## src/rtl/top_k_rx_deserializer_pkg.sv

```systemverilog
// Shared constants and types for the top-k receive deserializer.
package top_k_pkg;

    localparam int INTEGER_SIZE = 32;
    localparam int LANES        = 16;
    localparam int KEEP_W       = LANES * (INTEGER_SIZE / 8);
    localparam int LANE_IDX_W   = 4;
    localparam int NLANES_W     = 5;

    typedef enum logic {
        ST_IDLE  = 1'b0,
        ST_DRAIN = 1'b1
    } state_t;

endpackage

```

## src/rtl/top_k_rx_deserializer_if.sv

```systemverilog
// Stream bundle for the deserializer: 512-bit receive side in, 32-bit integer side out.
// The slave modport is the deserializer's view; master is the surrounding environment.
interface top_k_rx_deserializer_if #(
    parameter int DATA_WIDTH   = 512,
    parameter int INTEGER_SIZE = 32
);

    logic [DATA_WIDTH-1:0]   s_axis_rx_TDATA;
    logic [DATA_WIDTH/8-1:0] s_axis_rx_TKEEP;
    logic                    s_axis_rx_TVALID;
    logic                    s_axis_rx_TLAST;
    logic                    s_axis_rx_TREADY;

    logic [INTEGER_SIZE-1:0] m_axis_int_TDATA;
    logic                    m_axis_int_TVALID;
    logic                    m_axis_int_TLAST;
    logic                    m_axis_int_TREADY;
    logic                    m_axis_int_clear;

    modport slave (
        input  s_axis_rx_TDATA, s_axis_rx_TKEEP, s_axis_rx_TVALID, s_axis_rx_TLAST,
        output s_axis_rx_TREADY,
        output m_axis_int_TDATA, m_axis_int_TVALID, m_axis_int_TLAST, m_axis_int_clear,
        input  m_axis_int_TREADY
    );

    modport master (
        output s_axis_rx_TDATA, s_axis_rx_TKEEP, s_axis_rx_TVALID, s_axis_rx_TLAST,
        input  s_axis_rx_TREADY,
        input  m_axis_int_TDATA, m_axis_int_TVALID, m_axis_int_TLAST, m_axis_int_clear,
        output m_axis_int_TREADY
    );

endinterface

```

## src/rtl/top_k_rx_deserializer_keep_decode.sv

```systemverilog
// TKEEP decode: length of the contiguous all-ones lane prefix and a malformed flag.
module top_k_keep_decode
    import top_k_pkg::*;
(
    input  logic [KEEP_W-1:0]   i_keep,
    output logic [NLANES_W-1:0] o_n_lanes,
    output logic                o_malformed
);

    logic w_in_prefix;

    // Walk lanes from 0 upward; a full lane after a gap or any partial nibble is malformed
    always_comb begin
        o_n_lanes   = '0;
        o_malformed = 1'b0;
        w_in_prefix = 1'b1;
        for (int unsigned i = 0; i < LANES; i++) begin
            if (i_keep[4*i +: 4] == 4'hF) begin
                if (w_in_prefix) begin
                    o_n_lanes = o_n_lanes + NLANES_W'(1);
                end else begin
                    o_malformed = 1'b1;
                end
            end else begin
                w_in_prefix = 1'b0;
                if (i_keep[4*i +: 4] != 4'h0) begin
                    o_malformed = 1'b1;
                end
            end
        end
    end

endmodule

```

## src/rtl/top_k_rx_deserializer.sv

```systemverilog
// Splits each accepted 512-bit receive word into 32-bit integers, one per cycle,
// tagging the first integer of every frame with clear and the last with TLAST.
module top_k_rx_deserializer
    import top_k_pkg::*;
#(
    parameter int DATA_WIDTH   = 512,
    parameter int INTEGER_SIZE = 32
) (
    input  logic                   clk,
    input  logic                   rst,
    top_k_rx_deserializer_if.slave bus,
    output logic [31:0]            frame_count,
    output logic [15:0]            err_count
);

    localparam int NUM_LANES = DATA_WIDTH / INTEGER_SIZE;

    state_t                                  r_state;
    logic [NUM_LANES-1:0][INTEGER_SIZE-1:0]  r_word;
    logic [NLANES_W-1:0]                     r_nlanes;
    logic                                    r_last;
    logic [LANE_IDX_W-1:0]                   r_idx;
    logic                                    r_clear_pend;
    logic                                    r_tvalid;
    logic                                    r_tlast;
    logic                                    r_clear;
    logic [INTEGER_SIZE-1:0]                 r_tdata;
    logic [31:0]                             r_frame_count;
    logic [15:0]                             r_err_count;

    logic [NUM_LANES-1:0][INTEGER_SIZE-1:0]  w_in_word;
    logic [NLANES_W-1:0]                     w_n_lanes;
    logic [NLANES_W-1:0]                     w_eff_lanes;
    logic [LANE_IDX_W-1:0]                   w_idx_nxt;
    logic                                    w_malformed;
    logic                                    w_m_hs;
    logic                                    w_final_lane;
    logic                                    w_next_final;
    logic                                    w_accept;
    logic                                    w_empty;
    logic                                    w_keep_word;
    logic                                    w_clear_next;

    top_k_keep_decode u_keep_decode (
        .i_keep      (bus.s_axis_rx_TKEEP),
        .o_n_lanes   (w_n_lanes),
        .o_malformed (w_malformed)
    );

    assign w_in_word    = bus.s_axis_rx_TDATA;
    assign w_m_hs       = r_tvalid && bus.m_axis_int_TREADY;
    assign w_final_lane = ({1'b0, r_idx} == (r_nlanes - NLANES_W'(1)));
    assign w_idx_nxt    = r_idx + LANE_IDX_W'(1);
    assign w_next_final = ({1'b0, w_idx_nxt} == (r_nlanes - NLANES_W'(1)));

    // Ready while idle or on the handshake that retires the final lane of the held word
    assign bus.s_axis_rx_TREADY = !rst && ((r_state == ST_IDLE) || (w_m_hs && w_final_lane));

    assign w_accept     = bus.s_axis_rx_TVALID && bus.s_axis_rx_TREADY;
    assign w_empty      = (w_n_lanes == '0);
    // An empty word still carrying TLAST becomes a single zero integer so the frame end survives
    assign w_keep_word  = !w_empty || bus.s_axis_rx_TLAST;
    assign w_eff_lanes  = w_empty ? NLANES_W'(1) : w_n_lanes;
    // Clear state as it will be after any handshake happening this cycle
    assign w_clear_next = w_m_hs ? r_tlast : r_clear_pend;

    // Word hold FSM with registered integer outputs, frame and error counters
    always_ff @(posedge clk or posedge rst) begin
        if (rst) begin
            r_state       <= ST_IDLE;
            r_word        <= '0;
            r_nlanes      <= '0;
            r_last        <= 1'b0;
            r_idx         <= '0;
            r_clear_pend  <= 1'b1;
            r_tvalid      <= 1'b0;
            r_tlast       <= 1'b0;
            r_clear       <= 1'b0;
            r_tdata       <= '0;
            r_frame_count <= '0;
            r_err_count   <= '0;
        end else begin
            if (w_m_hs) begin
                r_clear_pend <= r_tlast;
            end
            if (w_m_hs && r_tlast) begin
                r_frame_count <= r_frame_count + 32'd1;
            end
            if (w_accept && (w_malformed || (w_empty && bus.s_axis_rx_TLAST))
                && (r_err_count != '1)) begin
                r_err_count <= r_err_count + 16'd1;
            end

            if (w_accept && w_keep_word) begin
                r_state  <= ST_DRAIN;
                r_word   <= w_empty ? '0 : w_in_word;
                r_nlanes <= w_eff_lanes;
                r_last   <= bus.s_axis_rx_TLAST;
                r_idx    <= '0;
                r_tvalid <= 1'b1;
                r_tdata  <= w_empty ? '0 : w_in_word[0];
                r_tlast  <= bus.s_axis_rx_TLAST && (w_eff_lanes == NLANES_W'(1));
                r_clear  <= w_clear_next;
            end else if (w_accept || (w_m_hs && w_final_lane)) begin
                // Either a dropped empty word or the last lane left with nothing queued behind it
                r_state  <= ST_IDLE;
                r_tvalid <= 1'b0;
                r_tdata  <= '0;
                r_tlast  <= 1'b0;
                r_clear  <= 1'b0;
            end else if (w_m_hs) begin
                r_idx    <= w_idx_nxt;
                r_tdata  <= r_word[w_idx_nxt];
                r_tlast  <= r_last && w_next_final;
                r_clear  <= 1'b0;
            end
        end
    end

    assign bus.m_axis_int_TDATA  = r_tdata;
    assign bus.m_axis_int_TVALID = r_tvalid;
    assign bus.m_axis_int_TLAST  = r_tlast;
    assign bus.m_axis_int_clear  = r_clear;
    assign frame_count           = r_frame_count;
    assign err_count             = r_err_count;

endmodule
```

## src/flat_wrapper.sv

```systemverilog
// flat-port wrapper written by rule: the top's interface ports become plain ports
module top_k_rx_deserializer_flat import top_k_pkg::*;
#(
    parameter int DATA_WIDTH   = 512,
    parameter int INTEGER_SIZE = 32
)
  (clk, rst, frame_count, err_count, bus_s_axis_rx_TDATA, bus_s_axis_rx_TKEEP, bus_s_axis_rx_TVALID, bus_s_axis_rx_TLAST, bus_s_axis_rx_TREADY, bus_m_axis_int_TDATA, bus_m_axis_int_TVALID, bus_m_axis_int_TLAST, bus_m_axis_int_clear, bus_m_axis_int_TREADY);
  top_k_rx_deserializer_if #(.DATA_WIDTH(DATA_WIDTH), .INTEGER_SIZE(INTEGER_SIZE)) bus_i ();
  input  logic clk;
  input  logic rst;
  output logic [31:0] frame_count;
  output logic [15:0] err_count;
  input wire logic [$bits(bus_i.s_axis_rx_TDATA)-1:0] bus_s_axis_rx_TDATA;
  input wire logic [$bits(bus_i.s_axis_rx_TKEEP)-1:0] bus_s_axis_rx_TKEEP;
  input wire logic [$bits(bus_i.s_axis_rx_TVALID)-1:0] bus_s_axis_rx_TVALID;
  input wire logic [$bits(bus_i.s_axis_rx_TLAST)-1:0] bus_s_axis_rx_TLAST;
  output wire logic [$bits(bus_i.s_axis_rx_TREADY)-1:0] bus_s_axis_rx_TREADY;
  output wire logic [$bits(bus_i.m_axis_int_TDATA)-1:0] bus_m_axis_int_TDATA;
  output wire logic [$bits(bus_i.m_axis_int_TVALID)-1:0] bus_m_axis_int_TVALID;
  output wire logic [$bits(bus_i.m_axis_int_TLAST)-1:0] bus_m_axis_int_TLAST;
  output wire logic [$bits(bus_i.m_axis_int_clear)-1:0] bus_m_axis_int_clear;
  input wire logic [$bits(bus_i.m_axis_int_TREADY)-1:0] bus_m_axis_int_TREADY;
  assign bus_i.s_axis_rx_TDATA = bus_s_axis_rx_TDATA;
  assign bus_i.s_axis_rx_TKEEP = bus_s_axis_rx_TKEEP;
  assign bus_i.s_axis_rx_TVALID = bus_s_axis_rx_TVALID;
  assign bus_i.s_axis_rx_TLAST = bus_s_axis_rx_TLAST;
  assign bus_s_axis_rx_TREADY = bus_i.s_axis_rx_TREADY;
  assign bus_m_axis_int_TDATA = bus_i.m_axis_int_TDATA;
  assign bus_m_axis_int_TVALID = bus_i.m_axis_int_TVALID;
  assign bus_m_axis_int_TLAST = bus_i.m_axis_int_TLAST;
  assign bus_m_axis_int_clear = bus_i.m_axis_int_clear;
  assign bus_i.m_axis_int_TREADY = bus_m_axis_int_TREADY;
  top_k_rx_deserializer #(.DATA_WIDTH(DATA_WIDTH), .INTEGER_SIZE(INTEGER_SIZE)) u_core (.clk(clk), .rst(rst), .bus(bus_i), .frame_count(frame_count), .err_count(err_count));
endmodule
```

## config.mk

```make
export PLATFORM = sky130hd
export DESIGN_NAME = top_k_rx_deserializer_flat
export DESIGN_NICKNAME = d
export VERILOG_FILES = /design/src/rtl/top_k_rx_deserializer_pkg.sv /design/src/rtl/top_k_rx_deserializer_if.sv /design/src/rtl/top_k_rx_deserializer_keep_decode.sv /design/src/rtl/top_k_rx_deserializer.sv /design/src/flat_wrapper.sv
export SDC_FILE = /design/constraint.sdc
export NUM_CORES = 1
export LEC_CHECK = 0
export ABC_CLOCK_PERIOD_IN_PS = 24500
export BUFFER_PORTS_ARGS = -buffer_cell sky130_fd_sc_hd__buf_2
export CORE_AREA = 2 2 256 258
export DETAILED_ROUTE_END_ITERATION = 8
export DIE_AREA = 0 0 258 260
export GPL_ROUTABILITY_DRIVEN = 0
export PLACE_DENSITY = 0.85
export SLEW_MARGIN = 40
export SYNTH_ARGS = -nofsm -noshare
export SYNTH_HDL_FRONTEND = slang
export SYNTH_SLANG_ARGS = --single-unit
```

## constraint.sdc

```tcl
create_clock -name clk -period 24.5 [get_ports clk]
set_clock_uncertainty 0.15 [all_clocks]
set_input_delay 6.125 -clock clk [delete_from_list [all_inputs] [get_ports clk]]
set_output_delay 6.125 -clock clk [all_outputs]
set_load 0.01 [all_outputs]
```

# Word-level counts from Yosys, hierarchy flattened
# Cells that the tools add are included.
op_classes:
  magnitude_cmp: 1
  n_bitwise: 1
  n_reduce_logical: 38
  n_mux: 113
  add_sub_neg: 19
  eq_ne: 21
ops:
  columns: ["op", "count"]
  rows:
  - ["512-bit 2-to-1 mux", 1]
  - ["32-bit 2-to-1 mux", 5]
  - ["5-bit 2-to-1 mux", 31]
  - ["32-bit binary-select mux with 4-bit select", 1]
  - ["5-bit by 1-bit adder with 5-bit output (second input constant)", 15]
  - ["1-bit 2-to-1 mux", 72]
  - ["4-bit equality test (second input constant)", 16]
  - ["4-bit nonzero test", 16]
  - ["32-bit by 1-bit adder with 32-bit output (second input constant)", 1]
  - ["16-bit by 1-bit adder with 16-bit output (second input constant)", 1]
  - ["16-bit inequality test (second input constant)", 1]
  - ["4-bit 2-to-1 mux", 3]
  - ["1-bit logical AND", 11]
  - ["4-bit by 5-bit equality test with 1-bit output", 2]
  - ["5-bit by 1-bit equality test with 1-bit output (second input constant)", 1]
  - ["5-bit logical NOT", 1]
  - ["4-bit by 5-bit less-than comparator with 1-bit output (second input constant)", 1]
  - ["5-bit by 1-bit subtractor with 5-bit output (second input constant)", 1]
  - ["4-bit by 1-bit adder with 4-bit output (second input constant)", 1]
  - ["1-bit logical OR", 4]
  - ["2-bit nonzero test", 2]
  - ["3-bit nonzero test", 1]
  - ["1-bit logical NOT", 2]
  - ["2-bit by 1-bit inequality test with 1-bit output (second input constant)", 1]
  - ["other kinds (2)", 2]
totals:
  input_bits: 581
  regBits: 606
  out_inout_bits: 84

# Depth between registers and ports, before layout
# Gate-level depths: netlist of the first run.
logic_depth:
  word_depth: 53
  depth_mapped: 49
  mapped_depth_nobuf: 46

# By module
# Synthesis of the first run repeated with hierarchy kept, for this count alone.
hier_totals:
  cells_unflattened: 2191
  hier_area_um2: 28205.8
by_module_without_submodules:
  columns: ["mod", "n_inst", "cells_per_inst", "area_each_um2"]
  rows:
  - ["top_k_rx_deserializer", 1, 1925, 26412.8]
  - ["top_k_keep_decode", 1, 266, 1793.0]

# Least setup slack after synthesis of the first run
# OpenSTA, ideal clock, no wires.
synth_timing:
  path_type: "input port to flip-flop"
  from: "in bus_s_axis_rx_TKEEP[2]"
  to: "reg u_core.r_err_count[1] (netlist: u_core.err_count[1])"
  n_path_buf: 1
  setup_ns: 0.125
  required_time_ns: 24.225
  stages: 45
  slack_ns: 10.137
  t_arrival_ns: 14.089
  cell_sequence: "and4_1 nand2_1 inv_1 ha_1 nor2_1 nor2_1 ha_1 nand2_1 a31oi_1 ha_1 nand2_1 nand2_1 ha_1 mux2i_1 a21oi_1 ha_1 nor2_1 a221o_1 [9 not listed] mux2i_1 xnor2_1 nor2_1 a21oi_1 a21oi_1 ha_1 nand3_1 nand2_1 ha_1 nand2_1 inv_1 maj3_1 o2111ai_1 nor2_1 mux2_4 a31oi_2 buf_2 mux2_2"
synth_via:
  elab_chain_len: 52
  elab_cells_between_ends: 115
  cone_classes: "add/sub (15); eq/ne (1); mux (93); reduce/logical (6)"
synth_rtl:
  columns: ["item", "line_no", "source"]
  rows:
  - ["start: declaration", "flat_wrapper.sv:14", "input wire logic [$bits(bus_i.s_axis_rx_TKEEP)-1:0] bus_s_axis_rx_TKEEP;"]
  - ["4-bit equality test", "top_k_rx_deserializer_keep_decode.sv:18", "if (i_keep[4*i +: 4] == 4'hF) begin"]
  - ["1-bit 2-to-1 mux", "top_k_rx_deserializer_keep_decode.sv:18", null]
  - ["5-bit by 1-bit adder with 5-bit output", "top_k_rx_deserializer_keep_decode.sv:20", "o_n_lanes = o_n_lanes + NLANES_W'(1);"]
  - ["5-bit 2-to-1 mux", "top_k_rx_deserializer_keep_decode.sv:19", "if (w_in_prefix) begin"]
  - ["5-bit 2-to-1 mux", "top_k_rx_deserializer_keep_decode.sv:18", null]
  - ["5-bit by 1-bit adder with 5-bit output", "top_k_rx_deserializer_keep_decode.sv:20", null]
  - ["5-bit 2-to-1 mux", "top_k_rx_deserializer_keep_decode.sv:19", null]
  - ["5-bit 2-to-1 mux", "top_k_rx_deserializer_keep_decode.sv:18", null]
  - ["[36 not listed]", null, null]
  - ["5-bit by 1-bit adder with 5-bit output", "top_k_rx_deserializer_keep_decode.sv:20", null]
  - ["5-bit 2-to-1 mux", "top_k_rx_deserializer_keep_decode.sv:19", null]
  - ["5-bit 2-to-1 mux", "top_k_rx_deserializer_keep_decode.sv:18", null]
  - ["5-bit logical NOT", "top_k_rx_deserializer.sv:60", "assign w_empty = (w_n_lanes == '0);"]
  - ["1-bit logical AND", "top_k_rx_deserializer.sv:89", "if (w_accept && (w_malformed || (w_empty && bus.s_axis_rx_TLAST))"]
  - ["1-bit logical OR *", "top_k_rx_deserializer.sv:89", null]
  - ["1-bit logical AND *", "top_k_rx_deserializer.sv:89", null]
  - ["1-bit logical AND *", "top_k_rx_deserializer.sv:90", "&& (r_err_count != '1)) begin"]
  - ["end signal: assignment", "top_k_rx_deserializer.sv:91", "r_err_count <= r_err_count + 16'd1;"]
  - ["end: declaration", "top_k_rx_deserializer.sv:29", "logic [15:0] r_err_count;"]
# Mark *: on every way between the ends. The rest lies on a longest branch, timed or not.
# A chain may end at the register's enable or synchronous reset.

# Worst setup path in the final report of the first run
layout_timing:
  from: "in bus_s_axis_rx_TKEEP[2]"
  to: "reg u_core.r_tdata[8] (netlist: u_core.bus.m_axis_int_TDATA[8])"
layout_via:
  elab_chain_len: 52
  elab_cells_between_ends: 69
  cone_classes: "add/sub (15); eq/ne (1); mux (48); reduce/logical (5)"
layout_rtl:
  columns: ["item", "line_no", "source"]
  rows:
  - ["4-bit equality test *", "top_k_rx_deserializer_keep_decode.sv:18", null]
  - ["1-bit 2-to-1 mux", "top_k_rx_deserializer_keep_decode.sv:18", null]
  - ["5-bit by 1-bit adder with 5-bit output", "top_k_rx_deserializer_keep_decode.sv:20", null]
  - ["5-bit 2-to-1 mux", "top_k_rx_deserializer_keep_decode.sv:19", null]
  - ["5-bit 2-to-1 mux", "top_k_rx_deserializer_keep_decode.sv:18", null]
  - ["5-bit by 1-bit adder with 5-bit output", "top_k_rx_deserializer_keep_decode.sv:20", null]
  - ["5-bit 2-to-1 mux", "top_k_rx_deserializer_keep_decode.sv:19", null]
  - ["5-bit 2-to-1 mux", "top_k_rx_deserializer_keep_decode.sv:18", null]
  - ["[36 not listed]", null, null]
  - ["5-bit by 1-bit adder with 5-bit output", "top_k_rx_deserializer_keep_decode.sv:20", null]
  - ["5-bit 2-to-1 mux", "top_k_rx_deserializer_keep_decode.sv:19", null]
  - ["5-bit 2-to-1 mux *", "top_k_rx_deserializer_keep_decode.sv:18", null]
  - ["5-bit logical NOT *", "top_k_rx_deserializer.sv:60", null]
  - ["1-bit logical NOT", "top_k_rx_deserializer.sv:62", "assign w_keep_word = !w_empty || bus.s_axis_rx_TLAST;"]
  - ["1-bit logical OR", "top_k_rx_deserializer.sv:62", null]
  - ["1-bit logical AND", "top_k_rx_deserializer.sv:94", "if (w_accept && w_keep_word) begin"]
  - ["3-bit nonzero test (no source line) / 32-bit 2-to-1 mux (equally long branches)", null, null]
  - ["end signal: assignment", "top_k_rx_deserializer.sv:101", "r_tdata <= w_empty ? '0 : w_in_word[0];"]
  - ["end signal: assignment", "top_k_rx_deserializer.sv:113", "r_tdata <= r_word[w_idx_nxt];"]
  - ["end: declaration", "top_k_rx_deserializer.sv:27", "logic [INTEGER_SIZE-1:0] r_tdata;"]
# Marks and branches as above.

==> results of run 1 <==
==> worst max path at each step <==
stage	startpoint	end	cells past startpoint
floorplan	rst	u_core.bus.m_axis_int_TDATA[0]$_DFFE_PP0P_	1
CTS	bus_s_axis_rx_TKEEP[2]	u_core.bus.m_axis_int_TDATA[8]$_DFFE_PP0P_	50
finish	bus_s_axis_rx_TKEEP[2]	u_core.bus.m_axis_int_TDATA[8]$_DFFE_PP0P_	51
global route	bus_s_axis_rx_TKEEP[2]	u_core.bus.m_axis_int_TDATA[8]$_DFFE_PP0P_	51
global placement	bus_s_axis_rx_TKEEP[2]	u_core.bus.m_axis_int_TDATA[8]$_DFFE_PP0P_	49
detailed placement	bus_s_axis_rx_TKEEP[2]	u_core.bus.m_axis_int_TDATA[19]$_DFFE_PP0P_	50
==> worst reg2reg max path, stage by stage (launching register included) <==
cell,delay (ps)
sky130_fd_sc_hd__dfrtp_1,390
sky130_fd_sc_hd__inv_1,70
sky130_fd_sc_hd__ha_1,340
sky130_fd_sc_hd__xnor2_1,140
sky130_fd_sc_hd__nor3_1,170
sky130_fd_sc_hd__nand4_1,170
sky130_fd_sc_hd__a21oi_1,320
sky130_fd_sc_hd__nand2_1,310
sky130_fd_sc_hd__a21oi_4,210
sky130_fd_sc_hd__buf_4,570
sky130_fd_sc_hd__buf_12,350
sky130_fd_sc_hd__buf_16,390
sky130_fd_sc_hd__buf_6,780
sky130_fd_sc_hd__nand2_1,200
sky130_fd_sc_hd__a21oi_1,170
==> registers in the layout, summed over array words and instances (netlist names) <==
signal	flops
u_core.bus.m_axis_int_TDATA	32
u_core.bus.m_axis_int_TLAST	1
u_core.bus.m_axis_int_clear	1
u_core.err_count	16
u_core.frame_count	32
u_core.r_clear_pend	1
u_core.r_idx	4
u_core.r_last	1
u_core.r_nlanes	5
u_core.r_state	1
u_core.r_word	512
==> power by group through the flow <==
| stage | clock [W] | combinational (W) | sequential, W |
|---|---|---|---|
| 2_1_floorplan | 0 | 0.000663 | 0.00129 |
| 3_3_place_gp | 0 | 0.00100 | 0.00130 |
| 3_5_place_dp | 0 | 0.00102 | 0.00131 |
| 4_1_cts | 0.00107 | 0.00103 | 0.00129 |
| 5_1_grt | 0.00111 | 0.00111 | 0.00131 |
| 6_report | 0.00106 | 0.00103 | 0.00130 |
==> per-layer routing <==
layer	vias to the layer above	part of all wire [%]	global-route usage, %	wire length (µm)
li1	11900	-	-	-
met1	13200	39	40.0	40200
met2	1559	45	43.7	45600
met3	344	11	9.46	11100
met4	56	4.9	15.3	4980
met5	-	0.36	0	366
==> per-stage QoR <==
step | cells | setup WS, ps
2_1_floorplan | 3150 | 1260
3_3_place_gp | 4467 | 7640
3_5_place_dp | 4470 | 7480
4_1_cts | 4591 | 8080
5_1_grt | 4630 | 6980
6_report | 4641 | 7800
==> kinds of logic after synthesis <==
| logic type | Yosys count |
|---|---|
| adders and majority gates | 18 |
| muxes | 172 |
| and+or+nand+nor | 1845 |
| DFF | 606 |
| AOI/OAI and AO/OA | 179 |
| xor gates and xnor gates | 84 |
| buffers and inverters | 246 |
==> layout by cell type (no fill, tap or decap), types with 6 or more instances in the layout <==
master                      Yosys  final
sky130_fd_sc_hd__buf_4          6     14
sky130_fd_sc_hd__bufinv_16      0      6
sky130_fd_sc_hd__nor2_1        78     78
sky130_fd_sc_hd__and3_1         8      8
sky130_fd_sc_hd__dfrtp_1      605    604
sky130_fd_sc_hd__xor2_1        32     31
sky130_fd_sc_hd__and4_1        13     13
sky130_fd_sc_hd__mux2i_1        8      8
sky130_fd_sc_hd__a21oi_1       66     66
sky130_fd_sc_hd__nor4_1        20     20
sky130_fd_sc_hd__clkinv_2       0      8
sky130_fd_sc_hd__clkbuf_16      0     68
sky130_fd_sc_hd__o211ai_1      10     10
sky130_fd_sc_hd__nand3_1      516    516
sky130_fd_sc_hd__diode_2        0     47
sky130_fd_sc_hd__nor3_1        18     18
sky130_fd_sc_hd__inv_1         17     16
sky130_fd_sc_hd__o21ai_0       57     57
sky130_fd_sc_hd__nand4_1       25     25
sky130_fd_sc_hd__buf_6          3      8
sky130_fd_sc_hd__and2_1         9      8
sky130_fd_sc_hd__mux4_2       160    160
sky130_fd_sc_hd__clkbuf_8       0     16
sky130_fd_sc_hd__buf_2        107    664
sky130_fd_sc_hd__xnor2_1       47     46
sky130_fd_sc_hd__buf_12         0      7
sky130_fd_sc_hd__nand2_1     1126   1123
sky130_fd_sc_hd__ha_1          16     15
sky130_fd_sc_hd__clkbuf_1      62     11
==> final cells by class <==
type / instances / area (µm²) / area share, %
Antenna cell: 47 / 118 / 0.323
Clock buffer: 95 / 1960 / 5.40
Clock inverter: 26 / 343 / 0.943
Inverter: 17 / 80.1 / 0.220
Multi-Input combinational cell: 2298 / 13800 / 38.1
Sequential cell: 606 / 15200 / 41.7
Tap cell: 855 / 1070 / 2.94
Timing Repair Buffer: 697 / 3770 / 10.4
==> qor.csv, run 1 <==
metric,value,unit
seq_power_share,38.4,%
cp_common_cell,sky130_fd_sc_hd__ha_1,
post_detailed_placement_half_perimeter_wirelength,70100,µm
drtPass1Iterations,8,
post-synth-top-count-cell,sky130_fd_sc_hd__nand2_1,
maxCapViolCount,0,
cts_made_buffers,67,
synth_simple_gate_area_share,26.5,%
setup.worst_path.end_class,flip-flop,
power_frac_comb,30.4,%
total_power,0.00338,W
path_max_fanout,125,
num_vias,27100,
post_synth.cell_area_avg,9.54,µm²
power.share.clock,31.3,%
worst-endpoint-arrival,17080,ps
clock_latency,610,ps
final-max-slew-violation-count,0,
grt_setup_unrepaired,no,
synth_enable_flop_cells,0,
slew_limit_headroom,39.3,%
post_cts.resized_instances,0,
route.antenna.remaining_nets,0,
die_outline_area,67100,µm²
placement.cell_area,33800,µm²
worst-setup-path-type,input pin to flip-flop,
clock_sinks,606,
power.leakage,19.1,nW
cts.path.max_buffers,3,
cts.hold.buffers_added,0,
yosys-top-cells-area,"sky130_fd_sc_hd__dfrtp_1 (50%), sky130_fd_sc_hd__nand2_1 (14%), sky130_fd_sc_hd__mux4_2 (12%)",
mappedNetlistNets,3747,
final_area,36400,µm²
ys.warnings.count,0,
maxClockFrequency,59.9,MHz
layout_worst_path_cycle_share,68.2,%
sw_frac_of_total,33.5,%
grt_overflow_total,0,
yosys.area_share.xor_xnor,2.57,%
setup_viol,0,
netSwitchingPower,0.00113,W
h-tree-depth,3,
startpoint_kind_of_the_worst_setup_timing_path,input pin,
crit_slowest_cell,sky130_fd_sc_hd__mux2i_1,
status,finished clean,
critical_path.max_stage_delay,640,ps
cts.root.buffer_cell,sky130_fd_sc_hd__clkbuf_16,
muxShareOfSynthArea,12.4,%
iteration_0_drc_count_of_the_detailed_router,3170,
initial_antenna_violation_count,79,
totalWireLength,102000,µm
postSynthRegisterBits,606,
async_reset_ff_share,100,%
grt_pass1_wl,153000,µm
adder_cell_share_of_the_synthesized_area,0.733,%
num-fill-cells,5324,
fin_nets,4284,
max_slew.worst_pin.slew,911,ps
power.internal,0.00225,W
route.detailed.vias_per_inst,5.83,
fin_hold_ws,328,ps
drt_drc_violations_left,0,
number_of_stages_on_the_worst_hold_path,2,
die_x,258,µm
clkTransAtPathRegs,60,ps
netlist_top_cells_count,"sky130_fd_sc_hd__nand2_1 (1126), sky130_fd_sc_hd__dfrtp_1 (605), sky130_fd_sc_hd__nand3_1 (516)",
cts_tree,done,
grt_max_degree,195,
hold_path_end,u_core.r_clear_pend$_DFF_PP1_,
synth_top_cell_area_share,50.4,%
fp-row-count,93,
crit_required,24880,ps
finalCoreUtilization,56.7,%
fp.coreArea,64100,µm²
synth_cell_types,76,
synth_top_family_by_area,simple AND/OR/NAND/NOR gates,
synth_compound_gate_area_share,3.63,%
layout-area-overhead-vs-synth,21.0,%
cp_top_family,adder cells,
cp.buffers_inverters,7,
final.min_clock_period,16700,ps
portbufs,664,
avgRoutedWirePerCell,22.0,µm
die_h,260,µm
first_global_vias,26100,
ys.flop_type,sky130_fd_sc_hd__dfrtp_1,
critical_path.reg2reg.endpoint,u_core.bus.m_axis_int_TDATA[8]$_DFFE_PP0P_,
kind_of_path_behind_the_tightest_hold_check,flip-flop to flip-flop,
synth.yosys.seq_area_share,50.5,%
gr-usage-all-layers,29.8,%
synthesized_cell_area,30100,µm²
fin_tns_setup,0,ps
synth_largest_area_cell,sky130_fd_sc_hd__dfrtp_1,
synthesis.instances,3150,
report.final.hold_viol_count,0,
starting_density_of_the_core,46.9,%
holdCritStartpoint,u_core.r_clear_pend$_DFF_PP1_,
timing.reg2reg.setup_slack,19720,ps
layout-drive-gt1-share,27.0,%
crit-reg2reg-launch,u_core.r_nlanes[0]$_DFFE_PP0P_,
top_level_port_count,665,
vdd_ir_drop_max,0.126,mV
rr_worst_depth,14,
postCtsSetupRepairBufs,0,
power.density_cell_area,93.1,nW/µm²
(Power assumes the default switching activity.)
==> run 2: changes to the inputs <==
--- a/config.mk
+++ b/config.mk
@@ -5,11 +5,12 @@
 export SDC_FILE = /design/constraint.sdc
 export NUM_CORES = 1
 export LEC_CHECK = 0
-export ABC_CLOCK_PERIOD_IN_PS = 24500
+export ABC_AREA = 1
+export ABC_CLOCK_PERIOD_IN_PS = 17200
 export BUFFER_PORTS_ARGS = -buffer_cell sky130_fd_sc_hd__buf_2
-export CORE_AREA = 2 2 256 258
+export CORE_AREA = 2 2 255 257
 export DETAILED_ROUTE_END_ITERATION = 8
-export DIE_AREA = 0 0 258 260
+export DIE_AREA = 0 0 257 259
 export GPL_ROUTABILITY_DRIVEN = 0
 export PLACE_DENSITY = 0.85
 export SLEW_MARGIN = 40
==> constraint.sdc (replaced) <==
create_clock -name clk -period 17.2 [get_ports clk]
set_clock_uncertainty 0.15 [all_clocks]
set_input_delay 4.3 -clock clk [delete_from_list [all_inputs] [get_ports clk]]
set_output_delay 4.3 -clock clk [all_outputs]
set_load 0.01 [all_outputs]
==> run 2 against run 1 <==
Effect of this change: worst setup slack worse by 3900 ps; register-to-register slack lost 7700 ps; final cell count grew 17%; design area rose by 3.4%; hold slack got worse by 8.0 ps; power rose by 110%; clock-buffer cell count grew 2; critical endpoint is now u_core.r_word[424]$_DFFE_PP0P_; largest cell class unchanged.
==> qor.csv, run 2 <==
metric,value,unit,change
power.density_cell_area,192,nW/µm²,+110%
vdd_ir_drop_max,0.117,mV,-7.4%
leading_cell_types_in_the_layout_fill_and_taps_excluded,"sky130_fd_sc_hd__nand2_1 (1238), sky130_fd_sc_hd__buf_2 (664), sky130_fd_sc_hd__dfrtp_1 (604)",,
startpoint_kind_of_the_worst_setup_timing_path,input pin,,
fin_nets,5093,,+19%
cts.root.buffer_cell,sky130_fd_sc_hd__clkbuf_16,,
clock_sinks,606,,unchanged
clock_latency,640,ps,+30 ps
fp.coreArea,63900,µm²,-0.36%
layout_commonest_cell,sky130_fd_sc_hd__nand2_1,,
finalCoreUtilization,58.9,%,+2.2 points
final-max-slew-violation-count,0,,unchanged
report.final.hold_viol_count,0,,unchanged
ys.flop_type,sky130_fd_sc_hd__dfrtp_1,,
drt_drc_violations_left,0,,unchanged
worst-endpoint-arrival,13680,ps,-3400 ps
mappedNetlistNets,4596,,+23%
fin_tns_setup,0,ps,unchanged
top_level_port_count,665,,unchanged
synth_top_cell_area_share,48.1,%,-2.3 points
first_global_vias,29500,,+13%
async_reset_ff_share,100,%,unchanged
netlist_top_cells_count,"sky130_fd_sc_hd__nand2_1 (1239), sky130_fd_sc_hd__dfrtp_1 (605), sky130_fd_sc_hd__nand3_1 (519)",,
global_route.peak_usage_layer,met2,,
h-tree-depth,3,,unchanged
placed_cells,5277,,+18%
synth_cell_types,50,,-34%
grt_overflow_total,0,,unchanged
num_vias,31700,,+17%
die_outline_area,66600,µm²,-0.77%
sw_frac_of_total,45.5,%,+12 points
power.share.clock,22.1,%,-9.2 points
gr-usage-met1,49.0,%,+8.9 points
kind_of_path_behind_the_tightest_hold_check,flip-flop to flip-flop,,
synthesized_cell_area,31500,µm²,+4.7%
yosys-top-cells-area,"sky130_fd_sc_hd__dfrtp_1 (48%), sky130_fd_sc_hd__nand2_1 (15%), sky130_fd_sc_hd__nand3_1 (8.3%)",,
iteration_0_drc_count_of_the_detailed_router,4263,,+34%
cts.path.max_buffers,3,,unchanged
die_h,259,µm,-0.38%
largest_register_ff_count,512,,unchanged
grt_max_degree,188,,-3.6%
starting_density_of_the_core,49.3,%,+2.4 points
avgRoutedWirePerCell,22.1,µm,+0.62%
synth_largest_area_cell,sky130_fd_sc_hd__dfrtp_1,,
seq_power_share,32.3,%,-6.1 points
crit_required,17580,ps,-7300 ps
route.antenna.remaining_nets,0,,unchanged
path_max_fanout,90,,-28%
ys.warnings.count,0,,unchanged
use_met3,8.18,%,-1.3 points
synthesis.instances,3999,,+27%
totalWireLength,120000,µm,+18%
setup.worst_path.end_class,flip-flop,,
power_frac_comb,45.6,%,+15 points
setup_viol,0,,unchanged
synth.yosys.seq_area_share,48.2,%,-2.3 points
cts_made_buffers,70,,+4.5%
post_synth.cell_area_avg,7.87,µm²,-17%
worst-setup-path-type,input pin to flip-flop,,
cts.hold.buffers_added,0,,unchanged
slew_limit_headroom,38.2,%,-1.1 points
layout-drive-gt1-share,21.7,%,-5.3 points
layout.cells.non_filler,5437,,+17%
total_power,0.00724,W,+110%
power.internal,0.00395,W,+75%
postSynthRegisterBits,606,,unchanged
portbufs,664,,unchanged
cp_common_cell,sky130_fd_sc_hd__nand2_1,,
maxCapViolCount,0,,unchanged
die_x,257,µm,-0.39%
route.detailed.vias_per_inst,5.84,,about the same
final.min_clock_period,13300,ps,
netSwitchingPower,0.00329,W,+190%
critical_path.max_stage_delay,600,ps,-40 ps
initial_antenna_violation_count,40,,-49%
clkTransAtPathRegs,60,ps,about the same
fp-row-count,93,,unchanged
postCtsSetupRepairBufs,0,,unchanged
post_cts.resized_instances,0,,unchanged
grt_setup_unrepaired,no,,
cts_tree,done,,
layout-area-overhead-vs-synth,19.5,%,
global_route.usage.met2,50.2,%,+6.4 points
drtPass1Iterations,8,,unchanged
status,finished clean,,
regMostFlops,u_core.r_word,,
crit_slowest_cell,sky130_fd_sc_hd__buf_4,,
post-synth-top-count-cell,sky130_fd_sc_hd__nand2_1,,
maxClockFrequency,75.2,MHz,
power.leakage,19.6,nW,+3.1%
max_slew.worst_pin.slew,921,ps,+9.85 ps
gr-usage-all-layers,35.1,%,+5.2 points
synth_enable_flop_cells,0,,unchanged
grt_pass1_wl,178000,µm,+16%
post_detailed_placement_half_perimeter_wirelength,84400,µm,+20%
layout_worst_path_cycle_share,77.3,%,
[run 2: cell types whose count changed in the layout (fill, tap and decap cells not counted), sizes merged, moves of 17 or more]
cell / change
a221oi: +17
nand2: +122
a311oi: +37
o21ai: +287
or2: +17
xnor2: -36
o221ai: +44
mux4: -160
nor2: +111
inv: +251
a21oi: +112
[run 2: power groups by stage]
stage                     clock (W)  combinational [W]  sequential (W)
after floorplan                   0            0.00193         0.00228
after global placement            0            0.00309         0.00231
after detailed placement          0            0.00316         0.00234
after CTS                   0.00161            0.00320         0.00232
after global routing        0.00167            0.00354         0.00239
final                       0.00160            0.00330         0.00234
[run 2: layout make-up]
class / count / area (µm²)
clock inverter: 28 / 473
timing repair buffer: 702 / 3760
clock buffer: 97 / 1980
sequential: 606 / 15200
multi-input combinational: 2836 / 14000
inverter: 280 / 1080
tap: 855 / 1070
antenna: 33 / 82.6
fill: 5547 / 26300
[run 2: metrics by stage]
stage | setup slack [ps] | instance area, µm² | hold WS, ps
after floorplan | -365 | 31500 | 293
after global placement | 3350 | 34900 | 308
after detailed placement | 3330 | 35000 | 311
after CTS | 3950 | 37500 | 324
after global routing | 3130 | 37600 | 337
final | 3900 | 37600 | 320
[run 2: worst paths after layout]
path / start / to / slack [ps] / cells past startpoint
worst max-delay path: bus_s_axis_rx_TKEEP[4] / u_core.r_word[424]$_DFFE_PP0P_ / 3900 / 56
worst min-delay path: u_core.frame_count[31]$_DFFE_PP0P_ / u_core.frame_count[31]$_DFFE_PP0P_ / 320 / 1
worst max register to register: u_core.r_nlanes[0]$_DFFE_PP0P_ / u_core.r_word[424]$_DFFE_PP0P_ / 12030 / 15
worst min register to register: u_core.frame_count[31]$_DFFE_PP0P_ / u_core.frame_count[31]$_DFFE_PP0P_ / 320 / 1
max in group asynchronous: rst / u_core.r_idx[0]$_DFFE_PP0P_ / 11240 / 5
min in group asynchronous: rst / u_core.frame_count[6]$_DFFE_PP0P_ / 3560 / 2
[run 2: cells by family (layout without fill, tap and decap cells)]
family	count (synthesis)	in the layout	synth area share, %
multiplexers	1	1	0.0358
AO/OA/AOI/OAI	693	693	13.7
adder cells (fa/ha/maj)	16	16	0.636
AND/OR/NAND/NOR	2068	2068	28.3
flip-flops	606	606	48.2
buffers and inverters	557	1107	7.58
XOR/XNOR	58	58	1.61
other	0	33	0
[run 2: routing by layer]
| metal | part of all wire [%] | vias up |
|---|---|---|
| met1 | 40 | 15100 |
| met2 | 43 | 2026 |
| met5 | 0.057 | - |
| met4 | 6.0 | 12 |
| met3 | 10 | 348 |
| li1 | - | 14300 |
[run 2: critical path, delay by kind of cell]
family,cells,cell delay (ps)
xor+xnor,1,190
fa+ha+maj,9,2420
simple gates,24,3250
compound gates,9,1660
buf+inv,13,1630
